$ cat config.mk
export PLATFORM = sky130hd
export DESIGN_NAME = rsa_host_stager
export DESIGN_NICKNAME = d
export VERILOG_FILES = /design/src/rtl/rsa_pkg.sv /design/src/rtl/rsa_byte_packer.sv /design/src/rtl/rsa_host_stager.sv
export SDC_FILE = /design/constraint.sdc
export NUM_CORES = 1
export LEC_CHECK = 0
export ABC_CLOCK_PERIOD_IN_PS = 3300
export CAP_MARGIN = 20
export CORE_ASPECT_RATIO = 0.5
export CORE_MARGIN = 8
export CORE_UTILIZATION = 45
export CTS_CLUSTER_DIAMETER = 30
export CTS_CLUSTER_SIZE = 28
export DETAILED_ROUTE_END_ITERATION = 10
export PLACE_DENSITY_LB_ADDON = 0.05
export REMOVE_ABC_BUFFERS = 1
export SYNTH_ARGS = -nofsm -noshare
export SYNTH_HDL_FRONTEND = slang
export SYNTH_SLANG_ARGS = --single-unit
$ cat constraint.sdc
create_clock -name clk -period 3.3 [get_ports clk]
set_input_delay 0.66 -clock clk [delete_from_list [all_inputs] [get_ports clk]]
set_output_delay 0.66 -clock clk [all_outputs]
set_load 0.02 [all_outputs]
$ cat src/rtl/rsa_pkg.sv
// Shared definitions for the RSA host stager: state encoding, flag register
// constants and default sizing.
// Optional feature macro: RSA_STAGER_TIMEOUT_EN (adds the ABORT state).
package rsa_pkg;

    typedef logic [2:0] state_t;

    localparam state_t ST_IDLE  = 3'd0;
    localparam state_t ST_LOAD  = 3'd1;
    localparam state_t ST_KICK  = 3'd2;
    localparam state_t ST_WAIT  = 3'd3;
    localparam state_t ST_POLL  = 3'd4;
    localparam state_t ST_DRAIN = 3'd5;
`ifdef RSA_STAGER_TIMEOUT_EN
    localparam state_t ST_ABORT = 3'd6;
`endif

    localparam logic       FLAG_ADDR = 1'b0;
    localparam logic [7:0] FLAG_GO   = 8'h01;
    localparam logic [7:0] FLAG_CLR  = 8'h00;

    localparam int DEF_BUF_BYTES      = 320;
    localparam int DEF_POLL_GAP       = 16;
    localparam int DEF_TIMEOUT_CYCLES = 1048576;

endpackage

$ cat src/rtl/rsa_byte_packer.sv
// 32-bit <-> 8-bit holding register with a byte index. Unpack: a loaded word
// is presented byte by byte on byte_o. Pack: incoming bytes fill word_o
// starting at byte 0 (bits [7:0]).
module rsa_byte_packer (
    input  logic        clk,
    input  logic        reset,
    input  logic        load_i,
    input  logic [31:0] word_i,
    input  logic        clr_i,
    input  logic        wr_step_i,
    input  logic        rd_step_i,
    input  logic [7:0]  byte_i,
    output logic [31:0] word_o,
    output logic [7:0]  byte_o,
    output logic [1:0]  idx_o
);

    logic [31:0] hold_q, hold_d;
    logic [1:0]  idx_q, idx_d;

    // A new word always restarts at byte 0; otherwise each step moves to the next byte.
    always_comb begin
        hold_d = hold_q;
        idx_d  = idx_q;
        if (load_i) begin
            hold_d = word_i;
            idx_d  = 2'd0;
        end else if (clr_i) begin
            idx_d  = 2'd0;
        end else if (wr_step_i) begin
            idx_d  = idx_q + 2'd1;
        end else if (rd_step_i) begin
            hold_d[{idx_q, 3'b000} +: 8] = byte_i;
            idx_d  = idx_q + 2'd1;
        end
    end

    // Holding register and byte index.
    always_ff @(posedge clk or posedge reset) begin
        if (reset) begin
            hold_q <= 32'd0;
            idx_q  <= 2'd0;
        end else begin
            hold_q <= hold_d;
            idx_q  <= idx_d;
        end
    end

    assign word_o = hold_q;
    assign byte_o = hold_q[{idx_q, 3'b000} +: 8];
    assign idx_o  = idx_q;

endmodule

$ cat src/rtl/rsa_host_stager.sv
// RSA host stager: unpacks a 32-bit host stream into the byte-wide job
// buffer, raises the engine flag, polls until the engine clears it, then
// reads the buffer back as a 32-bit result stream.
// Optional feature macro: RSA_STAGER_TIMEOUT_EN (polling watchdog + err).
module rsa_host_stager import rsa_pkg::*; #(
    parameter int BUF_BYTES      = DEF_BUF_BYTES,
    parameter int POLL_GAP       = DEF_POLL_GAP,
    parameter int TIMEOUT_CYCLES = DEF_TIMEOUT_CYCLES
) (
    input  logic        clk,
    input  logic        reset,
    input  logic [31:0] s_in_data,
    input  logic        s_in_valid,
    output logic        s_in_ready,
    output logic [31:0] s_out_data,
    output logic        s_out_valid,
    input  logic        s_out_ready,
    output logic [31:0] m_buf_address,
    output logic        m_buf_read,
    output logic        m_buf_write,
    output logic [7:0]  m_buf_writedata,
    input  logic [7:0]  m_buf_readdata,
    input  logic        m_buf_waitrequest,
    output logic        m_ctl_address,
    output logic        m_ctl_read,
    output logic        m_ctl_write,
    output logic [7:0]  m_ctl_writedata,
    input  logic [7:0]  m_ctl_readdata,
    input  logic        m_ctl_waitrequest,
    output logic        busy,
    output logic        done,
    output logic        err
);

    localparam int             GW        = $clog2(POLL_GAP + 1);
    localparam logic [GW-1:0]  GAP_LAST  = GW'(POLL_GAP - 1);
    localparam logic [31:0]    LAST_ADDR = 32'(BUF_BYTES - 1);
    localparam logic [31:0]    END_ADDR  = 32'(BUF_BYTES);

    if (BUF_BYTES < 4 || (BUF_BYTES % 4) != 0) begin : g_bad_buf
        $error("BUF_BYTES must be a non-zero multiple of 4");
    end
    if (TIMEOUT_CYCLES < 1) begin : g_bad_to
        $error("TIMEOUT_CYCLES must be positive");
    end

    state_t        state_q, state_d;
    logic [31:0]   addr_q;
    logic [GW-1:0] gap_q;
    logic          buf_wr_q, buf_rd_q, ctl_wr_q, ctl_rd_q, out_vld_q;
    logic [7:0]    ctl_wdata_q;

    logic [31:0]   pk_word;
    logic [7:0]    pk_byte;
    logic [1:0]    pk_idx;

    logic buf_wr_done, buf_rd_done, ctl_wr_done, ctl_rd_done;
    logic in_acc, out_acc, last_byte, drain_end, flag_clear, abort_go;
    logic ctl_rd_unused;

    assign buf_wr_done = buf_wr_q & ~m_buf_waitrequest;
    assign buf_rd_done = buf_rd_q & ~m_buf_waitrequest;
    assign ctl_wr_done = ctl_wr_q & ~m_ctl_waitrequest;
    assign ctl_rd_done = ctl_rd_q & ~m_ctl_waitrequest;
    assign in_acc      = s_in_valid & s_in_ready;
    assign out_acc     = out_vld_q & s_out_ready;
    assign last_byte   = (addr_q == LAST_ADDR);
    // addr_q has already stepped past the final byte once the last group is read
    assign drain_end   = (addr_q == END_ADDR);
    assign flag_clear  = (state_q == ST_POLL) & ctl_rd_done & ~m_ctl_readdata[0];
    assign ctl_rd_unused = ^m_ctl_readdata[7:1];

`ifdef RSA_STAGER_TIMEOUT_EN
    logic [31:0] to_q;
    logic        err_q;
    logic        to_hit;
    assign to_hit = (to_q >= 32'(TIMEOUT_CYCLES));
    // Abort only when no flag read is in flight, so the bus is never left mid-transfer.
    assign abort_go = to_hit & ((state_q == ST_WAIT) |
                                ((state_q == ST_POLL) & ctl_rd_done & m_ctl_readdata[0]));
    assign err = err_q;
`else
    assign abort_go = 1'b0;
    assign err      = 1'b0;
`endif

    rsa_byte_packer u_packer (
        .clk       (clk),
        .reset     (reset),
        .load_i    (in_acc),
        .word_i    (s_in_data),
        .clr_i     (flag_clear),
        .wr_step_i ((state_q == ST_LOAD) & buf_wr_done),
        .rd_step_i ((state_q == ST_DRAIN) & buf_rd_done),
        .byte_i    (m_buf_readdata),
        .word_o    (pk_word),
        .byte_o    (pk_byte),
        .idx_o     (pk_idx)
    );

    // State register.
    always_ff @(posedge clk or posedge reset) begin
        if (reset) state_q <= ST_IDLE;
        else       state_q <= state_d;
    end

    // Next-state selection.
    always_comb begin
        state_d = state_q;
        case (state_q)
            ST_IDLE:  if (in_acc) state_d = ST_LOAD;
            ST_LOAD:  if (buf_wr_done && last_byte) state_d = ST_KICK;
            ST_KICK:  if (ctl_wr_done) state_d = ST_WAIT;
            ST_WAIT: begin
`ifdef RSA_STAGER_TIMEOUT_EN
                if (abort_go)                state_d = ST_ABORT;
                else
`endif
                if (gap_q == GAP_LAST)       state_d = ST_POLL;
            end
            ST_POLL: begin
                if (flag_clear)              state_d = ST_DRAIN;
`ifdef RSA_STAGER_TIMEOUT_EN
                else if (abort_go)           state_d = ST_ABORT;
`endif
                else if (ctl_rd_done)        state_d = ST_WAIT;
            end
            ST_DRAIN: if (out_acc && drain_end) state_d = ST_IDLE;
`ifdef RSA_STAGER_TIMEOUT_EN
            ST_ABORT: if (ctl_wr_done) state_d = ST_IDLE;
`endif
            default:  state_d = ST_IDLE;
        endcase
    end

    // Registered bus strobes, address and counters.
    always_ff @(posedge clk or posedge reset) begin
        if (reset) begin
            addr_q      <= 32'd0;
            gap_q       <= '0;
            buf_wr_q    <= 1'b0;
            buf_rd_q    <= 1'b0;
            ctl_wr_q    <= 1'b0;
            ctl_rd_q    <= 1'b0;
            ctl_wdata_q <= 8'd0;
            out_vld_q   <= 1'b0;
`ifdef RSA_STAGER_TIMEOUT_EN
            to_q        <= 32'd0;
            err_q       <= 1'b0;
`endif
        end else begin
`ifdef RSA_STAGER_TIMEOUT_EN
            err_q <= 1'b0;
`endif
            case (state_q)
                ST_IDLE: begin
                    if (in_acc) begin
                        addr_q   <= 32'd0;
                        buf_wr_q <= 1'b1;
                    end
                end
                ST_LOAD: begin
                    if (buf_wr_done) begin
                        addr_q <= addr_q + 32'd1;
                        if (last_byte) begin
                            buf_wr_q    <= 1'b0;
                            ctl_wr_q    <= 1'b1;
                            ctl_wdata_q <= FLAG_GO;
                        end else if (pk_idx == 2'd3) begin
                            // chain straight into the next word, or park until one arrives
                            buf_wr_q <= s_in_valid;
                        end
                    end else if (!buf_wr_q && s_in_valid) begin
                        buf_wr_q <= 1'b1;
                    end
                end
                ST_KICK: begin
                    if (ctl_wr_done) begin
                        ctl_wr_q <= 1'b0;
                        gap_q    <= '0;
`ifdef RSA_STAGER_TIMEOUT_EN
                        to_q     <= 32'd0;
`endif
                    end
                end
                ST_WAIT: begin
                    gap_q <= gap_q + 1'b1;
`ifdef RSA_STAGER_TIMEOUT_EN
                    to_q  <= to_q + 32'd1;
                    if (abort_go) begin
                        ctl_wr_q    <= 1'b1;
                        ctl_wdata_q <= FLAG_CLR;
                        err_q       <= 1'b1;
                    end else
`endif
                    if (gap_q == GAP_LAST) ctl_rd_q <= 1'b1;
                end
                ST_POLL: begin
`ifdef RSA_STAGER_TIMEOUT_EN
                    to_q <= to_q + 32'd1;
`endif
                    if (ctl_rd_done) begin
                        ctl_rd_q <= 1'b0;
                        gap_q    <= '0;
                        if (!m_ctl_readdata[0]) begin
                            addr_q   <= 32'd0;
                            buf_rd_q <= 1'b1;
                        end
`ifdef RSA_STAGER_TIMEOUT_EN
                        else if (abort_go) begin
                            ctl_wr_q    <= 1'b1;
                            ctl_wdata_q <= FLAG_CLR;
                            err_q       <= 1'b1;
                        end
`endif
                    end
                end
                ST_DRAIN: begin
                    if (buf_rd_done) begin
                        addr_q <= addr_q + 32'd1;
                        if (pk_idx == 2'd3) begin
                            buf_rd_q  <= 1'b0;
                            out_vld_q <= 1'b1;
                        end
                    end
                    if (out_acc) begin
                        out_vld_q <= 1'b0;
                        if (!drain_end) buf_rd_q <= 1'b1;
                    end
                end
`ifdef RSA_STAGER_TIMEOUT_EN
                ST_ABORT: begin
                    if (ctl_wr_done) ctl_wr_q <= 1'b0;
                end
`endif
                default: begin
                    buf_wr_q  <= 1'b0;
                    buf_rd_q  <= 1'b0;
                    ctl_wr_q  <= 1'b0;
                    ctl_rd_q  <= 1'b0;
                    out_vld_q <= 1'b0;
                end
            endcase
        end
    end

    // Host-side handshakes and status. The parked LOAD case (strobe low) keeps
    // the input open so the job can resume once the host supplies a word.
    always_comb begin
        s_in_ready = 1'b0;
        if (!reset) begin
            case (state_q)
                ST_IDLE: s_in_ready = 1'b1;
                ST_LOAD: s_in_ready = ~buf_wr_q |
                                      (buf_wr_done & (pk_idx == 2'd3) & ~last_byte);
                default: s_in_ready = 1'b0;
            endcase
        end
        busy = (state_q != ST_IDLE);
        done = (state_q == ST_DRAIN) & out_acc & drain_end;
    end

    assign s_out_data      = pk_word;
    assign s_out_valid     = out_vld_q;
    assign m_buf_address   = addr_q;
    assign m_buf_read      = buf_rd_q;
    assign m_buf_write     = buf_wr_q;
    assign m_buf_writedata = pk_byte;
    assign m_ctl_address   = FLAG_ADDR;
    assign m_ctl_read      = ctl_rd_q;
    assign m_ctl_write     = ctl_wr_q;
    assign m_ctl_writedata = ctl_wdata_q;

endmodule

==> results.json <==
{
  "status": "finished, final reports clean",
  "power.clock.fraction_pct": 24.8,
  "io_pins": 144,
  "synth_edf_count": 0,
  "drt-wirelength-per-cell_um": 19.32,
  "grt_pass1_vias": 4945,
  "initial_core_util_pct": 45.34,
  "worst_slack_ns": 0.1940,
  "insertedDiodeCount": 0,
  "hp-class": "flop to flop",
  "placed_cell_area_um2": 6779,
  "finalCriticalPeriod_ns": 3.106,
  "crit_path_end_kind": "primary output",
  "placementRows": 28,
  "clock_path_buffers": 2,
  "synth_cells": 562,
  "area_growth_pct": 34.97,
  "seq_power_share_pct": 31.7,
  "yosysSeqAreaShare_pct": 37.96,
  "drive_gt1_share_pct": 14.16,
  "required_ns": 2.64,
  "synth-async-reset-ratio_pct": 100.0,
  "insertion_delay_ns": 0.35,
  "drt_wl_total_mm": 16.69,
  "root_buffer": "clkbuf_16",
  "worst_pin_slew_ns": 0.9608,
  "dp_hpwl_mm": 11.58,
  "preCtsSetupSlack_ns": 0.3018,
  "post_cts_buffers": 0,
  "final_area_um2": 7118,
  "max_slew_margin_pct": 35.80,
  "worstPathMaxFanout": 7,
  "whs_ns": 0.4631,
  "nets": 758,
  "final-max-slew-violation-count": 0,
  "clkTransAtPathRegs_ns": 0.06,
  "powerDensity_nw_per_um2": 605.3,
  "grt_pass1_wl_mm": 26.84,
  "cts-htree-levels": 3,
  "grt_max_degree": 81,
  "worstSetupStartpointType": "flop",
  "stdcell_count": 864,
  "cts_hold_buf": 0,
  "hold_viol_final": 0,
  "first_pass_iters": 5,
  "dieArea_um2": 15650,
  "switchingPower_mw": 1.561,
  "setup_viol": 0,
  "maxCapViolations": 0,
  "cts_resized": 1,
  "finalWeightedCongestion": 0.8916,
  "critPathKind": "flop to primary output",
  "clkSinkCount": 80,
  "synth-seq-cells": 80,
  "die_w_um": 169.1,
  "antenna_found_initial": 0,
  "switching_share_pct": 36.22,
  "drt_iter0_drc": 400,
  "rsz0062_at_grt": "false",
  "synthFlopType": "dfrtp_1",
  "synth.distinct_cells": 69,
  "syn_area_um2": 5274,
  "cts_made_buffers": 9,
  "io_buffers": 127,
  "placed_cells": 848,
  "p_comb_share_pct": 43.5,
  "fin_worst_skew_ns": 0.01222,
  "synthTopCellsByArea": "dfrtp_1, o21ai_0, nand2_1",
  "die_y_um": 92.55,
  "ant_nets": 0,
  "critPathArrivalTime_ns": 2.45,
  "avgSynthCellArea_um2": 9.384,
  "power.internal_mw": 2.748,
  "synth-warning-count": 0,
  "leakage_nw": 3.013,
  "synth_top_area_share_pct": 37.96,
  "track_usage_pct": 21.32,
  "irDropWorstVdd_v": 0.0002904,
  "drc": 0,
  "vias": 5142,
  "fp.coreArea_um2": 11630,
  "power.total_mw": 4.309,
  "grt-ovfl-total": 0,
  "vias_per_cell": 5.951,
  "synth_top_cell_by_area": "dfrtp_1",
  "period_share_pct": 94.12,
  "nFillCells": 1058,
  "cts_tree": "yes",
  "fmax_mhz": 322.0
}
[critical path, stage by stage (launching register included)]
cell and delay [ns]:
dfrtp_1 0.44, ha_1 0.23, nand3_2 0.09, or3_1 0.38, or3_1 0.42, a21oi_1 0.16, nor4_1 0.05, dlygate4sd2_1 0.32
[cell families (layout without fill, tap and decap cells)]
family	Yosys count	after routing	synth area share, %
XOR/XNOR	1	1	0.1661
multiplexers	42	42	11.01
AND/OR/NAND/NOR	195	195	21.02
AO/OA/AOI/OAI	162	162	21.35
buffers and inverters	72	201	6.287
flip-flops	80	80	37.96
adder cells (fa/ha/maj)	9	9	2.135
other	1	9	0.07111
[power groups by stage]
| stage | Combinational [mW] | Clock (mW) | Sequential (mW) |
|---|---|---|---|
| after floorplan | 0.780 | 0 | 1.61 |
| after global placement | 1.84 | 0 | 1.38 |
| after detailed placement | 1.86 | 0 | 1.39 |
| after CTS | 1.87 | 1.09 | 1.37 |
| after global routing | 2.00 | 1.13 | 1.40 |
| final | 1.87 | 1.07 | 1.37 |
[path summary, 6_finish.rpt]
check | from | endpoint | slack [ns] | depth (start not counted)
hold / removal | m_ctl_writedata[0] | m_ctl_writedata[0] | 0.46 | 1
setup / recovery | m_buf_address[0] | s_in_ready | 0.19 | 7
min in group asynchronous | reset | u_packer.word_o[20] | 0.78 | 3
setup reg to reg | m_buf_address[0] | u_packer.word_o[31] | 0.39 | 6
hold reg to reg | m_ctl_writedata[0] | m_ctl_writedata[0] | 0.46 | 1
max in group asynchronous | reset | u_packer.word_o[31] | 1.93 | 4
[per-layer routing]
metal  global-route usage (%)  wire [um]  vias up
met2                    33.50       7533      217
met5                        0          0        -
met3                    5.263       1280       14
li1                         -          -     2386
met4                    5.560        175        0
met1                    29.06       7700     2525
[final cells by class]
class | instances | area [um^2] | area share [%]
clock inverters | 6 | 85.08 | 1.195
flip-flops and latches | 80 | 2002 | 28.12
repair buffers | 156 | 1510 | 21.22
multi-input cells | 418 | 2975 | 41.80
clock buffers | 9 | 225.2 | 3.164
inverters | 30 | 113.9 | 1.600
well taps | 165 | 206.4 | 2.900
[registers in the layout, summed over array words and instances, names as in the netlist]
register and flops:
m_buf_write 1, s_out_valid 1, m_ctl_writedata 1, m_ctl_read 1
u_packer.idx_o 2, u_packer.word_o 32, m_buf_read 1, gap_q 5
m_buf_address 32, state_q 3, m_ctl_write 1
[layout by cell type (no fill, tap or decap), types with 4 or more instances in the layout]
cell	n
nor4_4	4
a311oi_1	8
mux4_2	8
mux2_2	16
mux2i_1	10
inv_1	29
a311o_1	9
a31oi_1	14
conb_1	9
a21oi_1	21
buf_4	28
or2_2	4
and3_1	11
nor2b_1	4
and2_1	9
nand3_1	18
or3_1	6
dfrtp_1	80
nor3_1	7
a41oi_1	8
mux2_4	8
o21ai_0	51
nand4_1	9
nand2_1	50
nor4_1	19
a22o_1	15
nand2b_1	4
ha_1	9
nor2_1	31
clkbuf_16	9
clkdlybuf4s50_1	125
[metrics by stage]
step | util [%] | TNS, ns
5_1_grt | 61.20 | 0
3_3_place_gp | 58.28 | 0
2_1_floorplan | - | -0.4947
3_5_place_dp | 58.28 | 0
6_report | 61.20 | 0
4_1_cts | 60.94 | 0
[synth_stat cells, types with 3 or more instances]
cell type  number
buf_1           6
o31ai_1         3
buf_2           4
nand2b_1        4
nor3_1          7
a41oi_1         8
and2_1          9
inv_1          30
nor4_1         19
ha_1            9
nor2_1         31
a31oi_1        14
nand2_1        50
a311o_1         9
or3_1           6
a21oi_1        21
a211oi_1        3
buf_4          11
nor4_4          4
nor3b_1         3
mux4_2          8
nor2b_1         4
nand4_1         9
or2_2           4
mux2_4          8
a22o_1         15
clkbuf_1       19
nand3_1        18
mux2_2         16
dfrtp_1        80
and3_1         11
a311oi_1        8
a32o_1          3
o21ai_0        51
o22ai_1         3
mux2i_1        10
Power figures use the tool's default switching activity.
